===== config.mk =====
export PLATFORM = sky130hd
export DESIGN_NAME = pipe_stage_elastic
export DESIGN_NICKNAME = d
export VERILOG_FILES = /design/src/rtl/pipe_stage_elastic.sv
export SDC_FILE = /design/constraint.sdc
export NUM_CORES = 1
export LEC_CHECK = 0
export BUFFER_PORTS_ARGS = -buffer_cell sky130_fd_sc_hd__buf_2
export CAP_MARGIN = 15
export CELL_PAD_IN_SITES_DETAIL_PLACEMENT = 0
export CELL_PAD_IN_SITES_GLOBAL_PLACEMENT = 1
export CORE_ASPECT_RATIO = 0.8
export CORE_MARGIN = 3
export CORE_UTILIZATION = 44
export DETAILED_ROUTE_END_ITERATION = 16
export PLACE_DENSITY = 0.95
export SYNTH_ARGS = -nofsm -noshare
export SYNTH_HDL_FRONTEND = slang
export SYNTH_SLANG_ARGS = --single-unit

===== constraint.sdc =====
create_clock -name clk -period 3.6 [get_ports clk]
set_input_delay 0.18 -clock clk [delete_from_list [all_inputs] [get_ports clk]]
set_output_delay 0.18 -clock clk [all_outputs]
set_load 0.005 [all_outputs]

===== src/rtl/pipe_stage_elastic.sv =====
// pipe_stage_elastic
//   Elastic pipeline-stage register with a 2-entry skid buffer.
//   The payload moves under a valid/ready handshake.
//   in_ready is a flop, so out_ready never reaches it combinationally.
//   A synchronous flush kills every held entry.
//   The occupancy output reports how many entries are held.
//   Optional feature: define PIPE_STATS_EN to build the saturating stall counter.
//   With PIPE_STATS_EN undefined, stall_cnt is tied to zero.
module pipe_stage_elastic #(
    parameter int unsigned           WIDTH     = 32,
    parameter logic [WIDTH-1:0]      RESET_VAL = '0,
    parameter int unsigned           CNT_W     = 16
) (
    input  logic             clk,
    input  logic             reset,
    input  logic             flush,
    input  logic             in_valid,
    output logic             in_ready,
    input  logic [WIDTH-1:0] in_data,
    output logic             out_valid,
    input  logic             out_ready,
    output logic [WIDTH-1:0] out_data,
    output logic [1:0]       occupancy,
    output logic [CNT_W-1:0] stall_cnt
);

    // State encoding doubles as the occupancy count.
    typedef enum logic [1:0] {
        ST_EMPTY = 2'd0,
        ST_ONE   = 2'd1,
        ST_FULL  = 2'd2
    } state_e;

    state_e           state_q, state_d;
    logic [WIDTH-1:0] main_q,  main_d;
    logic [WIDTH-1:0] skid_q,  skid_d;
    logic             in_ready_q, in_ready_d;
    logic             out_valid_q, out_valid_d;
    logic             accept_s;
    logic             take_s;

    assign accept_s = in_valid & in_ready_q;
    assign take_s   = out_valid_q & out_ready;

    // Next-state, storage and handshake-flag computation; flush overrides everything.
    always_comb begin
        state_d     = state_q;
        main_d      = main_q;
        skid_d      = skid_q;
        in_ready_d  = in_ready_q;
        out_valid_d = out_valid_q;
        if (flush) begin
            state_d = ST_EMPTY;
            main_d  = RESET_VAL;
            skid_d  = RESET_VAL;
        end else begin
            case (state_q)
                ST_EMPTY: begin
                    if (accept_s) begin
                        state_d = ST_ONE;
                        main_d  = in_data;
                    end else begin
                        state_d = ST_EMPTY;
                    end
                end
                ST_ONE: begin
                    if (accept_s && take_s) begin
                        state_d = ST_ONE;
                        main_d  = in_data;
                    end else if (accept_s) begin
                        // Downstream stalled: park the new beat in the skid entry.
                        state_d = ST_FULL;
                        skid_d  = in_data;
                    end else if (take_s) begin
                        state_d = ST_EMPTY;
                    end else begin
                        state_d = ST_ONE;
                    end
                end
                ST_FULL: begin
                    // in_ready is low here, so no accept can occur.
                    if (take_s) begin
                        state_d = ST_ONE;
                        main_d  = skid_q;
                    end else begin
                        state_d = ST_FULL;
                    end
                end
                default: begin
                    state_d = ST_EMPTY;
                    main_d  = RESET_VAL;
                    skid_d  = RESET_VAL;
                end
            endcase
        end
        in_ready_d  = (state_d != ST_FULL);
        out_valid_d = (state_d != ST_EMPTY);
    end

    // State, payload storage and registered handshake flags.
    always_ff @(posedge clk or posedge reset) begin
        if (reset) begin
            state_q     <= ST_EMPTY;
            main_q      <= RESET_VAL;
            skid_q      <= RESET_VAL;
            in_ready_q  <= 1'b1;
            out_valid_q <= 1'b0;
        end else begin
            state_q     <= state_d;
            main_q      <= main_d;
            skid_q      <= skid_d;
            in_ready_q  <= in_ready_d;
            out_valid_q <= out_valid_d;
        end
    end

    assign in_ready  = in_ready_q;
    assign out_valid = out_valid_q;
    assign out_data  = main_q;
    assign occupancy = state_q;

`ifdef PIPE_STATS_EN
    logic [CNT_W-1:0] stall_cnt_q, stall_cnt_d;

    // Saturating count of cycles where a valid output is held back.
    always_comb begin
        stall_cnt_d = stall_cnt_q;
        if (out_valid_q && !out_ready && (stall_cnt_q != {CNT_W{1'b1}})) begin
            stall_cnt_d = stall_cnt_q + {{(CNT_W-1){1'b0}}, 1'b1};
        end else begin
            stall_cnt_d = stall_cnt_q;
        end
    end

    // Stall counter register; only reset clears it, flush leaves it alone.
    always_ff @(posedge clk or posedge reset) begin
        if (reset) begin
            stall_cnt_q <= {CNT_W{1'b0}};
        end else begin
            stall_cnt_q <= stall_cnt_d;
        end
    end

    assign stall_cnt = stall_cnt_q;
`else
    assign stall_cnt = {CNT_W{1'b0}};
`endif

endmodule

=== Word-level counts from Yosys, hierarchy flattened ===
Index checks and enable logic that the tools add are counted.
W data, S select, Z words.

* Word-level logic and storage cells: 37
* Register bits: 68
* Bits of input ports: 37

* Bitwise logic cells: 2
* Reductions and logical operators: 6
* Equal/unequal tests: 9
* Multiplexer cells: 15

{| class="wikitable"
|+ Operators with widths
! operator !! count
|-
| $mux W32 || 6
|-
| $pmux W32 S3 || 1
|-
| $pmux W32 S2 || 1
|-
| $ne A3 B3 Y1 const B || 5
|-
| $mux W2 || 4
|-
| $pmux W2 S3 || 1
|-
| $reduce_and A3 Y1 || 2
|-
| $and A1 B1 Y1 || 2
|-
| $eq A2 B1 Y1 const B || 1
|-
| $eq A2 B2 Y1 const B || 1
|-
| $logic_not A2 Y1 || 1
|-
| $mux W1 || 2
|-
| $ne A2 B1 Y1 const B || 1
|-
| $ne A2 B2 Y1 const B || 1
|-
| $reduce_bool A2 Y1 || 1
|-
| $reduce_or A2 Y1 || 1
|-
| $logic_and A1 B1 Y1 || 1
|}

=== Longest topological paths before layout ===
* Depth after elaboration: 7
* Mapped depth: 6
* Gate-level depth less buffers: 4

=== Worst setup path after synthesis ===
OpenSTA, ideal clock, no wires.

* Path kind: register -> register
* Start point: register state_q[1] (netlist: occupancy[1])
* End point: register main_q[1] (netlist: out_data[1])
* Path buffers: 2
* Cell stages (with the launch flop): 6
* Setup slack: 2182 ps
* Period minus slack after synthesis: 1418 ps
* Library setup time: 135 ps
* Arrival: 1283 ps
* Cell sequence: dfrtp_1 -> buf_2 -> a21o_1 -> a21oi_4 -> buf_6 -> o31ai_1

* Word-level cells in the longest chain between the ends: 3

{| class="wikitable"
|+ RTL lines
! element !! line !! source
|-
| start: declaration || 34 || <nowiki>state_e state_q, state_d;</nowiki>
|-
| start signal: assignment || 109 || <nowiki>state_q <= state_d;</nowiki>
|-
| $eq A2 B1 Y1 (tied with other cells) || 57 || <nowiki>case (state_q)</nowiki>
|-
| $ne A3 B3 Y1 (no line) / $pmux W32 S3 (equally long branches) || - ||
|-
| $reduce_and A3 Y1 (no line) / $mux W32 (equally long branches) || - ||
|-
| end signal: assignment || 110 || <nowiki>main_q <= main_d;</nowiki>
|-
| end: declaration || 35 || <nowiki>logic [WIDTH-1:0] main_q, main_d;</nowiki>
|}

Parallel ways exist; a longest one is shown, timed or not.
A chain may end at the register's enable or synchronous reset.

=== Worst setup path in the final report ===
* Start point: register state_q[1] (netlist: occupancy[1])
* End point: register skid_q[0]

* Word-level cells in the longest chain between the ends: 4

{| class="wikitable"
|+ RTL lines
! element !! line !! source
|-
| $eq A2 B2 Y1 / $logic_not A2 Y1 (equally long branches) || 57 ||
|-
| $reduce_or A2 Y1 (no line) || - ||
|-
| $pmux W32 S2 / $ne A2 B1 Y1 (equally long branches) || - ||
|-
| $mux W32 / $reduce_and A3 Y1 (equally long branches) || - ||
|-
| end signal: assignment || 111 || <nowiki>skid_q <= skid_d;</nowiki>
|-
| end: declaration || 36 || <nowiki>logic [WIDTH-1:0] skid_q, skid_d;</nowiki>
|}

Parallel ways exist; a longest one is shown, timed or not.

==> flow_metrics.tcl <==
set metrics [dict create \
    grt_pass1_vias 2637 \
    max_stage_delay_ns 0.80 \
    pwr-share-clk_pct 33.1 \
    p_total_w 0.002068 \
    crit_required_ns 3.77 \
    root_buffer "clkbuf_8" \
    place_hpwl_mm 5.210 \
    port_buffers 72 \
    yosys.cell_count.top_type "dfrtp_1" \
    cts_buffers 9 \
    die_x_um 107.0 \
    diodes 0 \
    grt_setup_unrepaired "false" \
    viasPerCell 5.221 \
    peakVddDrop_mv 0.3175 \
    worstSetupEndpointType "flop" \
    hold_viol 0 \
    dp_cells 510 \
    cts-resized-gates 0 \
    period_needed_ns 2.383 \
    pre_cts_ws_ns 1.253 \
    met3_usage_pct 5.659 \
    drc 0 \
    synth_async_sr_flop_share_pct 100.0 \
    clock_sinks 68 \
    detail-route-antenna-nets 0 \
    power.internal_w 0.001434 \
    grt.total_usage_pct 17.91 \
    drt_iter0_markers 146 \
    grt_max_degree 90 \
    postCtsSetupBuffers 0 \
    yosys_warnings 0 \
    drt_first_pass_iters 4 \
    grt-ovfl-total 0 \
    nets 453 \
    maxSlewHeadroom_pct 30.64 \
    synth_enable_flop_cells 0 \
    power_switching_w 0.0006340 \
    cts_buffer_depth 2 \
    grt_pass1_wl_mm 13.03 \
    met1_usage_pct 23.19 \
    syn_area_um2 3587 \
    layout-drive-gt1-share_pct 23.04 \
    worstSetupPathType "reg2reg" \
    ys_seq_elements 68 \
    synthTopCellsByCount "dfrtp_1 (67), nand2_1 (34), mux2i_1 (32), o31ai_1 (32)" \
    clock.fmax_mhz 419.7 \
    comb_power_share_pct 21.8 \
    initial_core_util_pct 46.97 \
    gp_congestion 0.7356 \
    vias 2746 \
    cp_top_family "simple AND/OR/NAND/NOR gates" \
    setup_ws_ns 1.217 \
    io_pins 89 \
    slew_viol_final 0 \
    die_h_um 86.76 \
    grt_most_used_layer "met2" \
    syn_inst 359 \
    synth_top_cell_area_share_pct 46.74 \
    worst-slew-pin-transition_ns 1.037 \
    coreArea_um2 7637 \
    p_leak_nw 1.844 \
    swShare_pct 30.66 \
    final.setup.tns_ns 0 \
    yosysUniqueCellTypes 28 \
    hp-class "in2async" \
    antenna_found_initial 0 \
    wl_per_cell_um 15.02 \
    cts_max_level 3 \
    clk-insertion-delay-late_ns 0.35 \
    clk_pin_slew_ns 0.08 \
    avgSynthCellArea_um2 9.992 \
    finalSetupViolations 0 \
    crit_path_top_delay_cell "nand3b_1" \
    synth_ff_type "dfrtp_1" \
    ys_seq_area_share_pct 47.47 \
    synth_area_leaders "dfrtp_1 (47%), mux2i_1 (8.9%), o31ai_1 (6.7%)" \
    critPathLaunchType "flop" \
    netlist.top_cell.by_area "dfrtp_1" \
    max_cap_violations 0 \
    worst-path-buf-inv 1 \
    whs_ns 0.02257 \
    rows 28 \
    gr-usage-met2_pct 29.43 \
    stdcell_count 526 \
    syn_to_final_growth_pct 13.53 \
    status "completed" \
    cp.arrival_ns 2.56 \
    power.density_nw_per_um2 507.8 \
    routed_wirelength_mm 7.902 \
    cts_hold_buffers 0 \
    path_max_fanout 26 \
    cts_tree "done" \
    post-route-period-util_pct 66.19 \
    finalClockSkew_ns 0.01318 \
    path_cells "buf_4 -> nand3b_1 -> o32ai_1" \
    dieArea_um2 9279 \
    power_frac_seq_pct 45.1 \
]
## worst reg2reg max path, cell delays in order, from the launching register on
cell and delay, ns:
dfrtp_2 0.74, buf_4 0.47, nand3b_1 0.82, o32ai_1 0.19
## logic make-up after synthesis
kind of cell / after synthesis / synth area share, %
flip-flops: 68 / 47.47
AO/OA/AOI/OAI: 70 / 15.97
buffers and inverters: 72 / 11.55
multiplexers: 32 / 8.929
other: 1 / 0.1045
AND/OR/NAND/NOR: 114 / 15.49
XOR/XNOR: 2 / 0.4884
## worst paths after layout
path / from / cells after the start / slack, ns / endpoint
max in group asynchronous: reset / 3 / 2.68 / skid_q[17]
min: reset / 2 / 0.02 / out_data[7]
max reg2reg: occupancy[1] / 3 / 1.22 / skid_q[0]
min reg2reg: out_data[4] / 2 / 0.48 / out_data[4]
min in group clk: in_data[7] / 3 / 0.11 / skid_q[7]
max: occupancy[1] / 3 / 1.22 / skid_q[0]
## state kept, by name (all words and copies together), names as in the netlist
| register | flops |
|---|---|
| out_data | 32 |
| out_valid | 1 |
| skid_q | 32 |
| in_ready | 1 |
| occupancy | 2 |
## stage by stage
stage	util, %	area (um^2)
2_1_floorplan	-	3643
3_3_place_gp	50.51	3857
3_5_place_dp	50.51	3857
4_1_cts	53.33	4073
5_1_grt	53.33	4073
6_report	53.33	4073
## cells in the final DEF, fill, tap and decap left out, types with 9 or more instances in the layout
cell | synthesis | layout
nand2_1 | 34 | 34
o31ai_1 | 32 | 32
o32ai_1 | 24 | 24
mux2i_1 | 32 | 32
inv_1 | 26 | 25
conb_1 | 1 | 16
nor2b_1 | 16 | 16
clkbuf_8 | 0 | 9
nor2_1 | 26 | 26
nand2b_1 | 24 | 24
buf_2 | 10 | 72
dfrtp_1 | 67 | 66
## area by class of cell
class | count | area, um^2
fillers | 754 | 3565
flip-flops and latches | 68 | 1704
multi-input cells | 234 | 1526
repair buffers | 77 | 397.9
well taps | 105 | 131.4
clock buffers | 9 | 123.9
inverters | 26 | 97.59
clock inverters | 7 | 91.34
## routing by layer
layer | wire length (um) | vias up
met5 | 0 | -
met4 | 61 | 0
met3 | 438 | 7
met2 | 3807 | 68
met1 | 3594 | 1338
li1 | - | 1333
## power by group through the flow
stage	clock (W)	combinational [W]	sequential [W]
floorplan	0	0.000366	0.000920
global placement	0	0.000448	0.000942
detailed placement	0	0.000458	0.000946
CTS	0.000696	0.000460	0.000933
global route	0.000733	0.000511	0.000947
finish	0.000686	0.000451	0.000932
Note: power is estimated with default switching activity, not from simulation.
